==> config.mk <==
export PLATFORM = sky130hd
export DESIGN_NAME = axi_lite_rr_arbiter
export DESIGN_NICKNAME = d
export VERILOG_FILES = /design/src/rtl/axi_lite_pkg.sv /design/src/rtl/axi_lite_rr_pick.sv /design/src/rtl/axi_lite_rr_arbiter.sv
export SDC_FILE = /design/constraint.sdc
export NUM_CORES = 1
export LEC_CHECK = 0
export CORE_AREA = 2 2 157 159
export CTS_CLUSTER_DIAMETER = 60
export DETAILED_ROUTE_END_ITERATION = 8
export DIE_AREA = 0 0 159 161
export SYNTH_ARGS = -nofsm -noshare
export SYNTH_HDL_FRONTEND = slang
export SYNTH_SLANG_ARGS = --single-unit
==> constraint.sdc <==
create_clock -name clk -period 1.7 [get_ports clk]
set_input_delay 0.34 -clock clk [delete_from_list [all_inputs] [get_ports clk]]
set_output_delay 0.34 -clock clk [all_outputs]
set_load 0.02 [all_outputs]
==> src/rtl/axi_lite_pkg.sv <==
// Shared types for the AXI4-Lite round-robin arbiter: response codes,
// per-path FSM state encodings and the round-robin pointer step.
package axi_lite_pkg;

  typedef enum logic [1:0] {
    OKAY   = 2'b00,
    EXOKAY = 2'b01,
    SLVERR = 2'b10,
    DECERR = 2'b11
  } resp_e;

  typedef enum logic [1:0] {
    W_IDLE = 2'd0,
    W_XFER = 2'd1,
    W_RESP = 2'd2
  } wr_state_e;

  typedef enum logic [1:0] {
    R_IDLE = 2'd0,
    R_ADDR = 2'd1,
    R_DATA = 2'd2
  } rd_state_e;

  // Next round-robin pointer after serving idx. The wrap is explicit so
  // non-power-of-two master counts never land on an unused index.
  function automatic int unsigned rr_next(input int unsigned idx, input int unsigned n);
    return (idx == n - 1) ? 0 : idx + 1;
  endfunction

endpackage

==> src/rtl/axi_lite_rr_pick.sv <==
// Combinational round-robin picker: returns the first requester at or after
// ptr, wrapping past NUM_M-1 back to 0.
module axi_lite_rr_pick #(
  parameter  int NUM_M = 2,
  localparam int IDX_W = $clog2(NUM_M)
) (
  input  logic [NUM_M-1:0] req,
  input  logic [IDX_W-1:0] ptr,
  output logic [IDX_W-1:0] gnt_idx,
  output logic             any_req
);

  // Scan NUM_M slots starting at ptr; the first hit wins.
  always_comb begin
    int j;
    j       = 0;
    gnt_idx = '0;
    any_req = 1'b0;
    for (int k = 0; k < NUM_M; k++) begin
      j = int'(ptr) + k;
      if (j >= NUM_M) begin
        j = j - NUM_M;
      end
      if (!any_req && req[j]) begin
        any_req = 1'b1;
        gnt_idx = IDX_W'(j);
      end
    end
  end

endmodule

==> src/rtl/axi_lite_rr_arbiter.sv <==
// AXI4-Lite N:1 arbiter. Write (AW/W/B) and read (AR/R) paths each run their
// own round-robin grant and carry one outstanding transaction; the grant is
// held from address acceptance until the response handshake.
module axi_lite_rr_arbiter
  import axi_lite_pkg::*;
#(
  parameter  int NUM_M  = 2,
  parameter  int ADDR_W = 32,
  parameter  int DATA_W = 32,
  localparam int STRB_W = DATA_W / 8,
  localparam int IDX_W  = $clog2(NUM_M)
) (
  input  logic                      clk,
  input  logic                      rst_n,
  // upstream masters
  input  logic [NUM_M*ADDR_W-1:0]   s_awaddr,
  input  logic [NUM_M-1:0]          s_awvalid,
  output logic [NUM_M-1:0]          s_awready,
  input  logic [NUM_M*DATA_W-1:0]   s_wdata,
  input  logic [NUM_M*STRB_W-1:0]   s_wstrb,
  input  logic [NUM_M-1:0]          s_wvalid,
  output logic [NUM_M-1:0]          s_wready,
  output logic [1:0]                s_bresp,
  output logic [NUM_M-1:0]          s_bvalid,
  input  logic [NUM_M-1:0]          s_bready,
  input  logic [NUM_M*ADDR_W-1:0]   s_araddr,
  input  logic [NUM_M-1:0]          s_arvalid,
  output logic [NUM_M-1:0]          s_arready,
  output logic [DATA_W-1:0]         s_rdata,
  output logic [1:0]                s_rresp,
  output logic [NUM_M-1:0]          s_rvalid,
  input  logic [NUM_M-1:0]          s_rready,
  // downstream slave
  output logic [ADDR_W-1:0]         m_awaddr,
  output logic                      m_awvalid,
  input  logic                      m_awready,
  output logic [DATA_W-1:0]         m_wdata,
  output logic [STRB_W-1:0]         m_wstrb,
  output logic                      m_wvalid,
  input  logic                      m_wready,
  input  logic [1:0]                m_bresp,
  input  logic                      m_bvalid,
  output logic                      m_bready,
  output logic [ADDR_W-1:0]         m_araddr,
  output logic                      m_arvalid,
  input  logic                      m_arready,
  input  logic [DATA_W-1:0]         m_rdata,
  input  logic [1:0]                m_rresp,
  input  logic                      m_rvalid,
  output logic                      m_rready,
  // debug
  output logic [IDX_W-1:0]          wr_grant,
  output logic [IDX_W-1:0]          rd_grant
);

  // Per-master views of the packed upstream buses.
  logic [ADDR_W-1:0] awaddr_arr [NUM_M];
  logic [ADDR_W-1:0] araddr_arr [NUM_M];
  logic [DATA_W-1:0] wdata_arr  [NUM_M];
  logic [STRB_W-1:0] wstrb_arr  [NUM_M];

  for (genvar gi = 0; gi < NUM_M; gi++) begin : g_unpack
    assign awaddr_arr[gi] = s_awaddr[gi*ADDR_W +: ADDR_W];
    assign araddr_arr[gi] = s_araddr[gi*ADDR_W +: ADDR_W];
    assign wdata_arr[gi]  = s_wdata[gi*DATA_W +: DATA_W];
    assign wstrb_arr[gi]  = s_wstrb[gi*STRB_W +: STRB_W];
  end

  // ---------------------------------------------------------------- write
  wr_state_e        wr_state_q, wr_state_d;
  logic [IDX_W-1:0] wr_grant_q, wr_grant_d;
  logic [IDX_W-1:0] wr_ptr_q,   wr_ptr_d;
  logic             aw_done_q,  aw_done_d;
  logic             w_done_q,   w_done_d;
  logic [IDX_W-1:0] wr_pick_idx;
  logic             wr_any_req;

  axi_lite_rr_pick #(.NUM_M(NUM_M)) u_wr_pick (
    .req     (s_awvalid),
    .ptr     (wr_ptr_q),
    .gnt_idx (wr_pick_idx),
    .any_req (wr_any_req)
  );

  // Write state register; reset abandons any transfer in flight.
  always_ff @(posedge clk or negedge rst_n) begin
    if (!rst_n) begin
      wr_state_q <= W_IDLE;
      wr_grant_q <= '0;
      wr_ptr_q   <= '0;
      aw_done_q  <= 1'b0;
      w_done_q   <= 1'b0;
    end else begin
      wr_state_q <= wr_state_d;
      wr_grant_q <= wr_grant_d;
      wr_ptr_q   <= wr_ptr_d;
      aw_done_q  <= aw_done_d;
      w_done_q   <= w_done_d;
    end
  end

  // Write next-state and channel routing for the granted master.
  always_comb begin
    logic aw_hs;
    logic w_hs;
    wr_state_d = wr_state_q;
    wr_grant_d = wr_grant_q;
    wr_ptr_d   = wr_ptr_q;
    aw_done_d  = aw_done_q;
    w_done_d   = w_done_q;
    s_awready  = '0;
    s_wready   = '0;
    s_bvalid   = '0;
    s_bresp    = 2'b00;
    m_awaddr   = '0;
    m_awvalid  = 1'b0;
    m_wdata    = '0;
    m_wstrb    = '0;
    m_wvalid   = 1'b0;
    m_bready   = 1'b0;
    aw_hs      = 1'b0;
    w_hs       = 1'b0;

    // Payload follows the owner for the whole grant so it stays stable.
    if (wr_state_q != W_IDLE) begin
      m_awaddr = awaddr_arr[wr_grant_q];
      m_wdata  = wdata_arr[wr_grant_q];
      m_wstrb  = wstrb_arr[wr_grant_q];
    end

    case (wr_state_q)
      W_IDLE: begin
        if (wr_any_req) begin
          wr_grant_d = wr_pick_idx;
          wr_state_d = W_XFER;
        end
      end
      W_XFER: begin
        m_awvalid             = s_awvalid[wr_grant_q] & ~aw_done_q;
        m_wvalid              = s_wvalid[wr_grant_q] & ~w_done_q;
        s_awready[wr_grant_q] = m_awready & ~aw_done_q;
        s_wready[wr_grant_q]  = m_wready & ~w_done_q;
        aw_hs                 = m_awvalid & m_awready;
        w_hs                  = m_wvalid & m_wready;
        if ((aw_done_q | aw_hs) && (w_done_q | w_hs)) begin
          wr_state_d = W_RESP;
          aw_done_d  = 1'b0;
          w_done_d   = 1'b0;
        end else begin
          aw_done_d = aw_done_q | aw_hs;
          w_done_d  = w_done_q | w_hs;
        end
      end
      W_RESP: begin
        s_bvalid[wr_grant_q] = m_bvalid;
        s_bresp              = m_bresp;
        m_bready             = s_bready[wr_grant_q];
        if (m_bvalid && s_bready[wr_grant_q]) begin
          wr_ptr_d   = IDX_W'(rr_next(int'(wr_grant_q), NUM_M));
          wr_state_d = W_IDLE;
        end
      end
      default: wr_state_d = W_IDLE;
    endcase
  end

  // ----------------------------------------------------------------- read
  rd_state_e        rd_state_q, rd_state_d;
  logic [IDX_W-1:0] rd_grant_q, rd_grant_d;
  logic [IDX_W-1:0] rd_ptr_q,   rd_ptr_d;
  logic [IDX_W-1:0] rd_pick_idx;
  logic             rd_any_req;

  axi_lite_rr_pick #(.NUM_M(NUM_M)) u_rd_pick (
    .req     (s_arvalid),
    .ptr     (rd_ptr_q),
    .gnt_idx (rd_pick_idx),
    .any_req (rd_any_req)
  );

  // Read state register.
  always_ff @(posedge clk or negedge rst_n) begin
    if (!rst_n) begin
      rd_state_q <= R_IDLE;
      rd_grant_q <= '0;
      rd_ptr_q   <= '0;
    end else begin
      rd_state_q <= rd_state_d;
      rd_grant_q <= rd_grant_d;
      rd_ptr_q   <= rd_ptr_d;
    end
  end

  // Read next-state and channel routing for the granted master.
  always_comb begin
    rd_state_d = rd_state_q;
    rd_grant_d = rd_grant_q;
    rd_ptr_d   = rd_ptr_q;
    s_arready  = '0;
    s_rvalid   = '0;
    s_rdata    = '0;
    s_rresp    = 2'b00;
    m_araddr   = '0;
    m_arvalid  = 1'b0;
    m_rready   = 1'b0;

    if (rd_state_q != R_IDLE) begin
      m_araddr = araddr_arr[rd_grant_q];
    end

    case (rd_state_q)
      R_IDLE: begin
        if (rd_any_req) begin
          rd_grant_d = rd_pick_idx;
          rd_state_d = R_ADDR;
        end
      end
      R_ADDR: begin
        m_arvalid             = s_arvalid[rd_grant_q];
        s_arready[rd_grant_q] = m_arready;
        if (s_arvalid[rd_grant_q] && m_arready) begin
          rd_state_d = R_DATA;
        end
      end
      R_DATA: begin
        s_rvalid[rd_grant_q] = m_rvalid;
        s_rdata              = m_rdata;
        s_rresp              = m_rresp;
        m_rready             = s_rready[rd_grant_q];
        if (m_rvalid && s_rready[rd_grant_q]) begin
          rd_ptr_d   = IDX_W'(rr_next(int'(rd_grant_q), NUM_M));
          rd_state_d = R_IDLE;
        end
      end
      default: rd_state_d = R_IDLE;
    endcase
  end

  assign wr_grant = wr_grant_q;
  assign rd_grant = rd_grant_q;

endmodule

# ---- Word level (Yosys, flattened, before mapping)
# Cells that the tools add are included.
# Widths: inputs -> output; s select.
dict set report classes {
  addsub 8
  n_lt_le_gt_ge 14
  eq_ne 10
  mux 79
  bitwise_logic 17
  reduce_logical 20
}
# cell n
set op_table {}
lappend op_table {{$mux 32} 17}
lappend op_table {{$lt 32x3->1 const B} 4}
lappend op_table {{$ge 32x3->1 const B} 2}
lappend op_table {{$sub 32x3->32 const B} 2}
lappend op_table {{$mux 1} 41}
lappend op_table {{$mux 2} 13}
lappend op_table {{$mux 4} 4}
lappend op_table {{$pmux 2 s3} 2}
lappend op_table {{$and 2x2->2} 5}
lappend op_table {{$ne 2x2->1 const B} 5}
lappend op_table {{$logic_and 1x1->1} 8}
lappend op_table {{$reduce_and 2->1} 4}
lappend op_table {{$and 1x1->1} 6}
lappend op_table {{$reduce_and 3->1} 2}
lappend op_table {{$sub 1x2->3 const B} 2}
lappend op_table {{$add 1x1->2 const B} 2}
lappend op_table {{$eq 2x1->1 const B} 2}
lappend op_table {{$eq 2x2->1 const B} 2}
lappend op_table {{$ge 1x2->1 const B} 2}
lappend op_table {{$ge 2x2->1 const B} 2}
lappend op_table {{$logic_not 2->1} 2}
lappend op_table {{$lt 1x2->1 const B} 2}
lappend op_table {{$not 1->2} 2}
lappend op_table {{$reduce_bool 2->1} 2}
lappend op_table {{other kinds (7)} 13}
dict set report totals {
  ff_bits 10
  inputBits 253
  output_inout_bits 153
  elab_cells 156
}

# ---- Logic depth before layout (Yosys ltp)
# Gate-level depths: netlist of the first run.
dict set report logic_depth {
  ltp_word 11
  mapped_depth 5
  depth_no_buf 3
}

# ---- Hierarchy
# A second synthesis of the first run with hierarchy kept.
dict set report hier_totals {
  cells_unflattened 345
  hier_area_um2 2444.8
}
# module instances cells_each area_per_inst_um2 seq_area_each_um2
set by_module_without_submodules {}
lappend by_module_without_submodules {axi_lite_rr_arbiter 1 339 2409.8 250.2}
lappend by_module_without_submodules {axi_lite_rr_pick 2 3 17.5 0.0}

# ---- Worst setup path before layout of the first run
# Ideal clock, no wire load.
dict set report synth_path {
  path_type {reg2out}
  start {register rd_grant_q, in the netlist rd_grant}
  end {output m_arvalid}
  arrival_ps 1441
  t_required_ps 1360
  setup_slack_ps -81
  stages_incl_launch_ff 5
  path_buffers 2
  cell_sequence {dfrtp_1 -> clkbuf_1 -> buf_4 -> mux2i_1 -> nor3b_1}
}
dict set report synth_between {
  elab_chain_cells 3
}
# item line_no
set synth_lines {}
lappend synth_lines {{start: declaration} axi_lite_rr_arbiter.sv:169} ;# logic [IDX_W-1:0] rd_grant_q, rd_grant_d;
lappend synth_lines {{start signal: assignment} axi_lite_rr_arbiter.sv:189} ;# rd_grant_q <= rd_grant_d;
lappend synth_lines {{$mux 1 (not written as such) (2 in a row)} axi_lite_rr_arbiter.sv:219} ;# m_arvalid = s_arvalid[rd_grant_q];
lappend synth_lines {{$mux 1} axi_lite_rr_arbiter.sv:211} ;# case (rd_state_q)
lappend synth_lines {{end: declaration} axi_lite_rr_arbiter.sv:45} ;# output logic m_arvalid,
# Every way passes these cells. The select of a mux whose other input is x is not followed.

# ---- Worst setup path after layout of the first run
dict set report layout_path {
  start {register wr_grant_q, in the netlist wr_grant}
  end {output m_awvalid}
}
dict set report layout_between {
  elab_chain_cells 4
}
# item line_no
set layout_lines {}
lappend layout_lines {{start: declaration} axi_lite_rr_arbiter.sv:71} ;# logic [IDX_W-1:0] wr_grant_q, wr_grant_d;
lappend layout_lines {{start signal: assignment} axi_lite_rr_arbiter.sv:95} ;# wr_grant_q <= wr_grant_d;
lappend layout_lines {{$mux 1 (not written as such) (2 in a row)} axi_lite_rr_arbiter.sv:139} ;# m_awvalid = s_awvalid[wr_grant_q] & ~aw_done_q;
lappend layout_lines {{$and 1x1->1} axi_lite_rr_arbiter.sv:139}
lappend layout_lines {{$mux 1} axi_lite_rr_arbiter.sv:131} ;# case (wr_state_q)
lappend layout_lines {{end: declaration} axi_lite_rr_arbiter.sv:35} ;# output logic m_awvalid,
# Every way passes these cells. The select of a mux whose other input is x is not followed.

==> metrics.yaml, run 1 <==
run_status:
  status: "finished with violations"
  violations: "setup timing"
yosys:
  yosysSeqAreaShare: 0.104
  syn_area_per_cell_sq_um: 6.99
  netlist_area_sq_um: 2410
  synth_fp_nets: 597
  yosysUniqueCellTypes: 28
  ys_async_sr_fraction: 1.00
  synth_seq_cells: 10
  ys_warn_count: 0
  yosys_most_used_dff: "dfrtp_1"
  syn_inst: 344
  synth-edff-count: 0
clock_network:
  cts_tree: "yes"
  clkLatencyLatePin_ns: 0.23
  cts.sinks: 10
  root_buffer: "clkbuf_16"
  clockBufferDepth: 2
  holdBufCountCts: 0
  cts_buffers: 3
  clk_pin_slew_ns: 0.04
  htreeDepth: 1
floorplanning:
  dieWidth_um: 159
  core_area_sq_um: 24000
  initial_core_util: 0.100
  rows: 57
  die-area_sq_um: 25600
  dieHeight_um: 161
  ios: 406
cells_and_area:
  final_area_sq_um: 8960
  finalNonFillerCells: 1135
  final_nets: 1064
  layout_common_cells: "clkdlybuf4s50_1 (252), buf_6 (134), nor2_2 (70), buf_4 (56), mux2i_1 (50)"
  fin_util: 0.374
  drive_gt1_frac: 0.547
  area_growth_pct: 272
  layout_commonest_cell: "clkdlybuf4s50_1"
route:
  wl_per_cell_um: 15.9
  drt-pass1-iter-count: 4
  drc: 0
  vias: 4312
  wl_um: 18100
  antenna_left: 0
  avgViaCountPerCell: 3.80
  dr.first_iter.drc_count: 114
place:
  placed_area_sq_um: 7270
  port_buffers: 405
  dp_hpwl_um: 13600
  place_inst: 1082
  place_congestion: 0.776
power:
  power.leakage_nw: 3.84
  ir_drop_uv: 569
  powerDensity_nw_per_um2: 1610
sta:
  rsz0062_at_grt: "true"
  hold_viol: 0
  fin_ws_ns: -0.188
  max-slew-margin-rel: 0.656
  worst_pin_slew_ns: 0.514
  maxSlewViolCount: 0
  fin_skew_ns: 0.000389
  holdWs_ns: 0.447
  tns_ns: -8.13
  finalSetupViolCount: 108
  timing.final.crit_share: 1.11
  period_needed_ns: 1.89
  max_freq_ghz: 0.530
setup_path:
  worstPathMaxFanout: 4
  start_kind: "register"
  endpoint_kind: "output pin"
  cp.required_ns: 1.36
  arrival_ns: 1.55
  critical_path_class: "reg2out"
global_route:
  grt_pass1_vias: 4502
  globalRoute.totalOverflow: 0
  grtUsageTotal: 0.127
  grt_pass1_wl_um: 25900
  antenna_found_initial: 1
  grt_max_degree: 20
hold_path:
  hold_path.class: "in2async"
run:
  maxCapViolCount: 0
power by group:
group / internal, W / leakage, nW / switching [W] / total (W)
registers: 0.000351 / 0.110 / 0.000131 / 0.000481
clock network: 0.000355 / 0.0442 / 0.000118 / 0.000472
logic: 0.00726 / 3.68 / 0.00618 / 0.0134
total: 0.00797 / 3.84 / 0.00643 / 0.0144
cell usage after synthesis (2+ instances only):
| cell type | instances | area (sq um) |
|---|---|---|
| o21ai_1 | 2 | 10.0 |
| a31oi_1 | 6 | 37.5 |
| inv_1 | 4 | 15.0 |
| a21oi_1 | 4 | 20.0 |
| and2_1 | 36 | 225 |
| dfrtp_1 | 10 | 250 |
| nor2_1 | 115 | 432 |
| buf_4 | 9 | 67.6 |
| a21o_1 | 2 | 15.0 |
| nand3b_1 | 3 | 22.5 |
| buf_2 | 6 | 30.0 |
| nor2b_1 | 5 | 31.3 |
| mux2_4 | 2 | 30.0 |
| clkbuf_1 | 14 | 52.6 |
| mux2i_1 | 103 | 1030 |
| nand2_1 | 8 | 30.0 |
| o21ai_0 | 4 | 20.0 |
worst max-delay path, cell delays in order (launching register included):
cell     delay, ns
dfrtp_4       0.49
buf_6         0.15
buf_8         0.13
mux2_4        0.31
nand2_2       0.06
nor2_2        0.04
buf_6         0.12
final timing paths:
path,startpoint,endpoint,slack [ns],depth (start not counted)
setup / recovery,wr_grant$_DFFE_PN0P_,m_awvalid,-0.19,6
hold reg to reg,rd_ptr_q$_DFFE_PN0P_,rd_ptr_q$_DFFE_PN0P_,0.55,2
hold / removal,rst_n,rd_state_q[1]$_DFFE_PN0P_,0.45,1
setup reg to reg,wr_grant$_DFFE_PN0P_,wr_state_q[1]$_DFFE_PN0P_,-0.03,6
max in group asynchronous,rst_n,wr_grant$_DFFE_PN0P_,0.86,1
min in group clk,rd_ptr_q$_DFFE_PN0P_,rd_ptr_q$_DFFE_PN0P_,0.55,2
sequential cells by signal, summed over array words and instances, names as in the netlist:
register	flops
wr_grant	1
wr_state_q	2
rd_state_q	2
w_done_q	1
aw_done_q	1
rd_ptr_q	1
wr_ptr_q	1
rd_grant	1
kinds of logic (layout without fill, tap and decap cells):
logic type | Yosys count | count (layout) | share of synthesized area
buf+inv | 35 | 501 | 0.0749
mux | 105 | 105 | 0.441
simple gates | 172 | 172 | 0.321
compound gates | 22 | 22 | 0.0593
flops | 10 | 10 | 0.104
other cells | 0 | 1 | 0
timing repair:
item | in CTS | in global routing
setup endpoints to repair | 151 | 152
buffers inserted | 23 | 12
resized for setup | 825 | 230
pin swaps | 7 | 35
gates cloned | 13 | 4
through the flow:
step	total power (W)	worst slack, ns
6_report	0.0144	-0.188
3_3_place_gp	0.0101	-0.432
2_1_floorplan	0.00554	0.00592
4_1_cts	0.0128	-0.198
3_5_place_dp	0.0101	-0.453
5_1_grt	0.0151	-0.237
routing by layer:
metal,track usage,wire (um)
met1,0.141,6820
met2,0.244,9380
met3,0.0367,1530
met4,0.0194,345
met5,0,0
area by class of cell:
class                      count  area (sq um)
fill                        2426         15000
timing repair buffer         492          5310
multi-input combinational    299          2880
tap                          324           405
sequential                    10           258
clock buffer                   4          88.8
inverter                       5          18.8
antenna                        1          2.50
(Power assumes the default switching activity.)
==> inputs of run 2 (changes only) <==
--- a/config.mk
+++ b/config.mk
@@ -5,8 +5,8 @@
 export SDC_FILE = /design/constraint.sdc
 export NUM_CORES = 1
 export LEC_CHECK = 0
-export CORE_AREA = 2 2 157 159
-export CTS_CLUSTER_DIAMETER = 60
+export CORE_AREA = 4 4 155 157
+export CTS_CLUSTER_DIAMETER = 200
 export DETAILED_ROUTE_END_ITERATION = 8
 export DIE_AREA = 0 0 159 161
 export SYNTH_ARGS = -nofsm -noshare
==> metrics.yaml, run 2 (synthesis results as in run 1) <==
run_status:
  status: "finished with violations"
  violations: "setup timing"
global_route:
  antenna_found_initial: 2  # +1
  globalRoute.totalOverflow: 0  # unchanged
  grt_pass1_vias: 4516  # +0.31%
  grt_pass1_wl_um: 27100  # +4.7%
  grt_max_degree: 22  # +10%
  grtUsageTotal: 0.133  # +0.00569
cells_and_area:
  reg_top3: "rd_state_q (2), wr_state_q (2)"
  layout_common_cells: "clkdlybuf4s50_1 (250), buf_6 (150), nor2_2 (62), buf_4 (56), mux2i_1 (48)"
  area_growth_pct: 297
  drive_gt1_frac: 0.568  # +0.0211
  layout_commonest_cell: "clkdlybuf4s50_1"
  final_area_sq_um: 9560  # +6.7%
  final_nets: 1092  # +2.6%
route:
  vias: 4450  # +3.2%
  antenna_left: 0  # unchanged
  drc: 0  # unchanged
  drt-pass1-iter-count: 4  # unchanged
  avgViaCountPerCell: 3.96  # +4.1%
  dr.first_iter.drc_count: 90  # -21%
  wl_per_cell_um: 18.1  # +14%
  wl_um: 20400  # +13%
setup_path:
  arrival_ns: 1.57  # +0.02 ns
  endpoint_kind: "output pin"
  rr_startpoint: "wr_grant$_DFFE_PN0P_"
  cp.required_ns: 1.36  # about the same
  timing.rr.end: "wr_state_q[1]$_DFFE_PN0P_"
  worstPathMaxFanout: 5  # +1
  reg2reg_depth: 6  # unchanged
  start_kind: "register"
  crit_start: "wr_grant$_DFFE_PN0P_"
  critical_path_class: "reg2out"
  reg2reg_slack_ns: -0.03  # about the same
place:
  port_buffers: 405  # unchanged
  placed_area_sq_um: 7180  # -1.3%
  dp_hpwl_um: 13800  # +1.9%
  place_congestion: 0.775  # -0.12%
sta:
  max-slew-margin-rel: 0.783  # +0.127
  fin_skew_ns: 0.000500  # +0.000111 ns
  rsz0062_at_grt: "true"
  hold_viol: 0  # unchanged
  finalSetupViolCount: 143  # +32%
  maxSlewViolCount: 0  # unchanged
  worst_pin_slew_ns: 0.316  # -0.198 ns
  timing.final.crit_share: 1.12  # +0.0111
  fin_ws_ns: -0.207  # -0.0189 ns
  max_freq_ghz: 0.524  # -0.99%
  period_needed_ns: 1.91  # +0.0189 ns
floorplanning:
  die-area_sq_um: 25600  # unchanged
  dieHeight_um: 161  # unchanged
  initial_core_util: 0.107  # +0.00652
  rows: 55  # -3.5%
  core_area_sq_um: 22500  # -6.1%
  dieWidth_um: 159  # unchanged
  ios: 406  # unchanged
clock_network:
  clockBufferDepth: 2  # unchanged
  cts.sinks: 10  # unchanged
  root_buffer: "clkbuf_16"
  clk_pin_slew_ns: 0.04  # about the same
  cts_tree: "yes"
  clkLatencyLatePin_ns: 0.23  # about the same
  htreeDepth: 1  # unchanged
  holdBufCountCts: 0  # unchanged
  cts_buffers: 3  # unchanged
power:
  ir_drop_uv: 737  # +29%
  powerDensity_nw_per_um2: 1670  # +4.1%
  finalPower_w: 0.0160  # +11%
  power.leakage_nw: 4.11  # +7.0%
hold_path:
  hold_path.class: "in2async"
run:
  maxCapViolCount: 0  # unchanged
==> run 2: cell types whose count changed in the layout (fill, tap and decap cells not counted), sizes merged <==
cell           change
buf               +21
bufbuf             -1
clkbuf             +7
clkdlybuf4s15      +1
clkdlybuf4s50      -2
diode              +1
dlymetal6s2s       +2
==> run 2: timing repair <==
item / 4_1_cts / 5_1_grt
gates cloned: 13 / 10
setup buffers: 35 / 29
pin swaps: 6 / 58
gates resized for setup: 760 / 368
setup endpoints to repair: 153 / 152
==> run 2: metrics by stage <==
stage	util	worst slack [ns]	cells	TNS (ns)	hold WS, ns
after floorplan	-	0.00592	344	0	0.0444
after global placement	0.319	-0.471	1039	-34.58	0.538
after detailed placement	0.319	-0.482	1039	-34.77	0.550
after CTS	0.349	-0.246	1089	-16.26	0.430
after global routing	0.425	-0.235	1125	-20.36	0.431
final	0.425	-0.207	1125	-12.55	0.414
==> run 2: layer usage <==
layer / track usage / part of all wire / vias to the layer above / wire [um]
li1: - / - / 2154 / -
met1: 0.140 / 0.35 / 2038 / 7210
met2: 0.267 / 0.55 / 248 / 11300
met3: 0.0401 / 0.082 / 10 / 1670
met4: 0.0158 / 0.011 / 0 / 227
met5: 0 / 0 / - / 0
==> run 2: worst max-delay path by stage <==
stage               slack [ns]  cells after the start           end
global route             -0.23                      6      m_wvalid
floorplan                0.006                      5  m_araddr[26]
CTS                      -0.25                      6      m_wvalid
detailed placement       -0.48                      4     m_arvalid
global placement         -0.47                      4     m_arvalid
finish                   -0.21                      6  m_awaddr[25]
==> run 2: worst max-delay path: stages, from the launching register on <==
cell and delay [ns]:
dfrtp_4 0.49, buf_12 0.15, buf_12 0.12, buf_12 0.13, mux2i_4 0.18, nor2_4 0.12
buf_6 0.12
==> run 2: final cells by class <==
class / count / area [sq um]
Antenna cell: 2 / 5.00
Clock buffer: 4 / 88.8
Fill cell: 2145 / 12900
Inverter: 5 / 18.8
Multi-Input combinational cell: 299 / 3010
Sequential cell: 10 / 256
Tap cell: 285 / 357
Timing Repair Buffer: 520 / 5820
==> run 2: where the power goes <==
part	internal, W	switching (W)
Sequential	0.000349	0.0000922
Clock	0.000353	0.000105
Combinational	0.00836	0.00673
==> patch 1 (flow settings as in run 2) <==
Set the parameter `ADDR_W` to 48 (it was 32).
--- a/src/rtl/axi_lite_rr_arbiter.sv
+++ b/src/rtl/axi_lite_rr_arbiter.sv
@@ -5,7 +5,7 @@
   import axi_lite_pkg::*;
 #(
   parameter  int NUM_M  = 2,
-  parameter  int ADDR_W = 32,
+  parameter  int ADDR_W = 48,
   parameter  int DATA_W = 32,
   localparam int STRB_W = DATA_W / 8,
   localparam int IDX_W  = $clog2(NUM_M)
Interface: changed (resized m_araddr, m_awaddr, s_araddr and s_awaddr); port bits go from 406 to 502. The function was not compared with the original's and may differ.
==> patch 1 against run 2 <==
The flow still finishes with violations (setup timing); worst setup slack got worse by 0.0095 ns; power is 5.6% higher; synthesized area up 19%; worst hold slack better by 0.061 ns; largest power group unchanged; sequential cell count did not move; design area grew 8.9%; non-clock buffer count up 119; highest routed layer unchanged; critical endpoint is now m_bready; routed wire length rose by 27%.
==> patch 1: results (changes against run 2) <==
[run_status]
status=finished, violations left
violations=setup timing

[final_layout]
nNetsFinal=1339  ; +23%
final_layout_size_suffix_gt1_frac=0.4310  ; -0.1371

[placement]
place.port_buffers=501  ; +24%
dp_cells=1215  ; +17%
dp_slack_ns=-0.4862  ; -0.004528 ns
dpl.hpwl_um=19970  ; +45%

[setup_path]
max_stage_delay_ns=0.52  ; +0.03 ns
r2r_setup_slack_ns=0.02  ; +0.05 ns
critPathCapture=m_bready
r2r_cells=5  ; -1
cp_top_family=flip-flops

[logic_synthesis]
yosysSeqAreaShare=0.08718  ; -0.01682
synth_area_leaders=mux2i_1 47%, nor2_1 19%, dfrtp_1 8.7%, and2_1 7.8%, buf_4 3.1%
synth_compound_area_frac=0.04969  ; -0.009588

[timing]
finalWorstSetupSlack_ns=-0.2163  ; -0.009499 ns
setup_violations=173  ; +21%
max_slew.worst_pin.slew_ns=0.5749  ; +0.2590 ns
skew_ns=0.0002130  ; -0.0002872 ns
setup_tns_ns=-19.24  ; -6.687 ns

[power]
p_comb_mw=15.9  ; +5%
p_leak_nw=4.915  ; +20%
vdd_drop_max_v=0.0007563  ; +2.6%

[global_route]
grt_pass1_vias=5533  ; +23%
grt.total_usage=0.1754  ; +0.04243
antenna_found_initial=4  ; +2

[detailed_routing]
dr_total_vias=5411  ; +22%
wl_per_cell_um=19.69  ; +8.7%
wirelength_um=25790  ; +27%
drtIter0Drc=150  ; +67%

[clocking]
cts_setup_buffers=37  ; +5.7%

-- patch 1: cell types whose count changed after synthesis, moves of 3 or more --
cell / before / now
buf_4: 9 / 12
buf_2: 6 / 12
nor2_1: 115 / 148
clkbuf_1: 14 / 11
mux2i_1: 103 / 135
-- patch 1: per-layer routing --
layer / vias to the layer above / routed length (µm) / GRT usage
met3: 32 / 1982 / 0.05256
met2: 288 / 14750 / 0.3585
met1: 2471 / 8203 / 0.1661
met5: - / 0 / 0
li1: 2620 / - / -
met4: 0 / 856 / 0.05365
-- patch 1: area by class of cell --
class,count,share of cell area
flip-flops and latches,10,0.02478
repair buffers,639,0.6500
clock buffers,4,0.008540
well taps,285,0.03428
inverters,5,0.001804
multi-input cells,363,0.2796
diodes,4,0.0009622
-- patch 1: kinds of logic (layout without fill, tap and decap cells) --
family | after synthesis | count (layout)
buffers and inverters | 40 | 648
other | 0 | 4
AO/OA/AOI/OAI | 22 | 22
AND/OR/NAND/NOR | 204 | 204
multiplexers | 137 | 137
flip-flops | 10 | 10
==> patch 2 (config.mk and constraints of run 2) <==
Made on the original files. Encoding of `wr_state_e`: now one-hot (3 bits for 3 states).
--- a/src/rtl/axi_lite_pkg.sv
+++ b/src/rtl/axi_lite_pkg.sv
@@ -9,10 +9,10 @@
     DECERR = 2'b11
   } resp_e;
 
-  typedef enum logic [1:0] {
-    W_IDLE = 2'd0,
-    W_XFER = 2'd1,
-    W_RESP = 2'd2
+  typedef enum logic [2:0] {
+    W_IDLE = 3'b001,
+    W_XFER = 3'b010,
+    W_RESP = 3'b100
   } wr_state_e;
 
   typedef enum logic [1:0] {
Formal check against the unedited RTL: no difference found for any inputs over 4 cycles, from zero or initial values and one cycle with rst_n low; so few cycles prove little.
==> patch 2 against run 2 <==
The run still ends with setup timing left; routed wire length up 0.44%; worst setup slack worse by 0.077 ns; sequential cell count up 1; combinational power decreased by 11%; utilization is 2.1 points lower; die area stayed put; power fell by 9.4%; global-route usage rose by 1.1 points; synthesized area increased by 2.9%; design area shrank 5.0%; critical endpoint is now s_wready[0]; largest power group unchanged.
==> patch 2: results (changes against run 2) <==
[detailed_routing]
drtIter0Drc=86  ; -4.4%
wl_per_cell_um=18.36  ; +1.4%
dr_total_vias=4400  ; -1.1%

[power]
vdd_drop_max_v=0.001209  ; +64%
p_leak_nw=3.948  ; -3.9%

[run_status]
status=finished, violations left
violations=setup timing

[timing]
setup_tns_ns=-21.23  ; -8.685 ns
holdWs_ns=0.4155  ; +0.001243 ns
setup_violations=145  ; +1.4%
relSlewSlack=0.7565  ; -0.02690
finalWorstSetupSlack_ns=-0.2840  ; -0.07721 ns

[logic_synthesis]
yosysSeqAreaShare=0.1117  ; +0.007725
synth_area_leaders=mux2i_1 42%, nor2_1 16%, dfrtp_1 10%, and2_1 9.1%, buf_4 2.4%
synth.distinct_cells=33  ; +18%

[final_layout]
fillers=2217  ; +3.4%
top_regs=wr_state_q x3, rd_state_q x2
antennaDiodeCount=0  ; -2
final_layout_size_suffix_gt1_frac=0.5030  ; -0.06500

[global_route]
use_met3=0.05103  ; +0.01097
grt_pass1_vias=4617  ; +2.2%
grt_max_degree=20  ; -9.1%

[placement]
dpl_cell_area_um2=7297  ; +1.6%
dpl.hpwl_um=16170  ; +17%

[setup_path]
crit_path_top_delay_cell=dfrtp_1
worstPathArrival_ns=1.64  ; +0.07 ns

-- patch 2: kinds of logic (layout without fill, tap and decap cells) --
family / Yosys count / count (layout) / synth area share
compound gates: 23 / 23 / 0.05915
buf+inv: 37 / 522 / 0.07735
simple gates: 167 / 167 / 0.3210
mux: 106 / 106 / 0.4307
flops: 11 / 11 / 0.1117
-- patch 2: final cells by class --
cell class                 instances  area, µm²  share of cell area
clock buffer                       3      75.07            0.008267
tap                              285      356.6             0.03927
timing repair buffer             511       5590              0.6156
inverter                           7      28.78            0.003169
clock inverter                     1      5.005           0.0005511
multi-input combinational        296       2743              0.3020
sequential                        11      282.8             0.03114
-- patch 2: per-layer routing --
layer / routed length [µm] / up-vias
met3: 1749 / 10
met4: 216 / 0
li1: - / 2143
met1: 6953 / 1999
met5: 0 / -
met2: 11540 / 248
-- patch 2: power by group --
| part | switching (mW) | internal (mW) |
|---|---|---|
| Sequential | 0.177 | 0.376 |
| Clock | 0.133 | 0.313 |
| Combinational | 6.11 | 7.37 |
-- patch 2: worst register-to-register path, stage by stage, from the launching register on --
cell and delay [ns]:
dfrtp_4 0.52, buf_12 0.16, buf_8 0.13, buf_6 0.11, mux2_4 0.30, a211o_1 0.30
a21oi_2 0.13
-- patch 2: what timing repair did --
item | in CTS | in global routing
buffers inserted | 34 | 13
gates resized for setup | 833 | 210
hold buffers | 0 | 0
pin swaps | 30 | 59
endpoints found under the setup margin | 156 | 156
hold endpoints to repair | 0 | 0
gates cloned | 12 | 9
-- patch 2: how the worst max path moves through the flow --
stage | startpoint | to | slack [ns] | cells past startpoint
detailed placement | s_arvalid[1] | m_arvalid | -0.60 | 5
floorplan | wr_state_q[0]$_DFFE_PN1P_ | s_wready[0] | -0.04 | 3
global placement | s_arvalid[1] | m_arvalid | -0.63 | 5
global route | wr_state_q[1]$_DFFE_PN0P_ | s_wready[0] | -0.37 | 4
finish | wr_state_q[1]$_DFFE_PN0P_ | s_wready[0] | -0.28 | 4
CTS | wr_state_q[0]$_DFFE_PN1P_ | m_wdata[5] | -0.32 | 6
-- patch 2: metrics by stage --
| stage | cells | setup slack (ns) |
|---|---|---|
| after CTS | 1098 | -0.3217 |
| after global placement | 1049 | -0.6313 |
| after floorplan | 344 | -0.04271 |
| after detailed placement | 1049 | -0.6041 |
| final | 1114 | -0.2840 |
| after global routing | 1114 | -0.3736 |
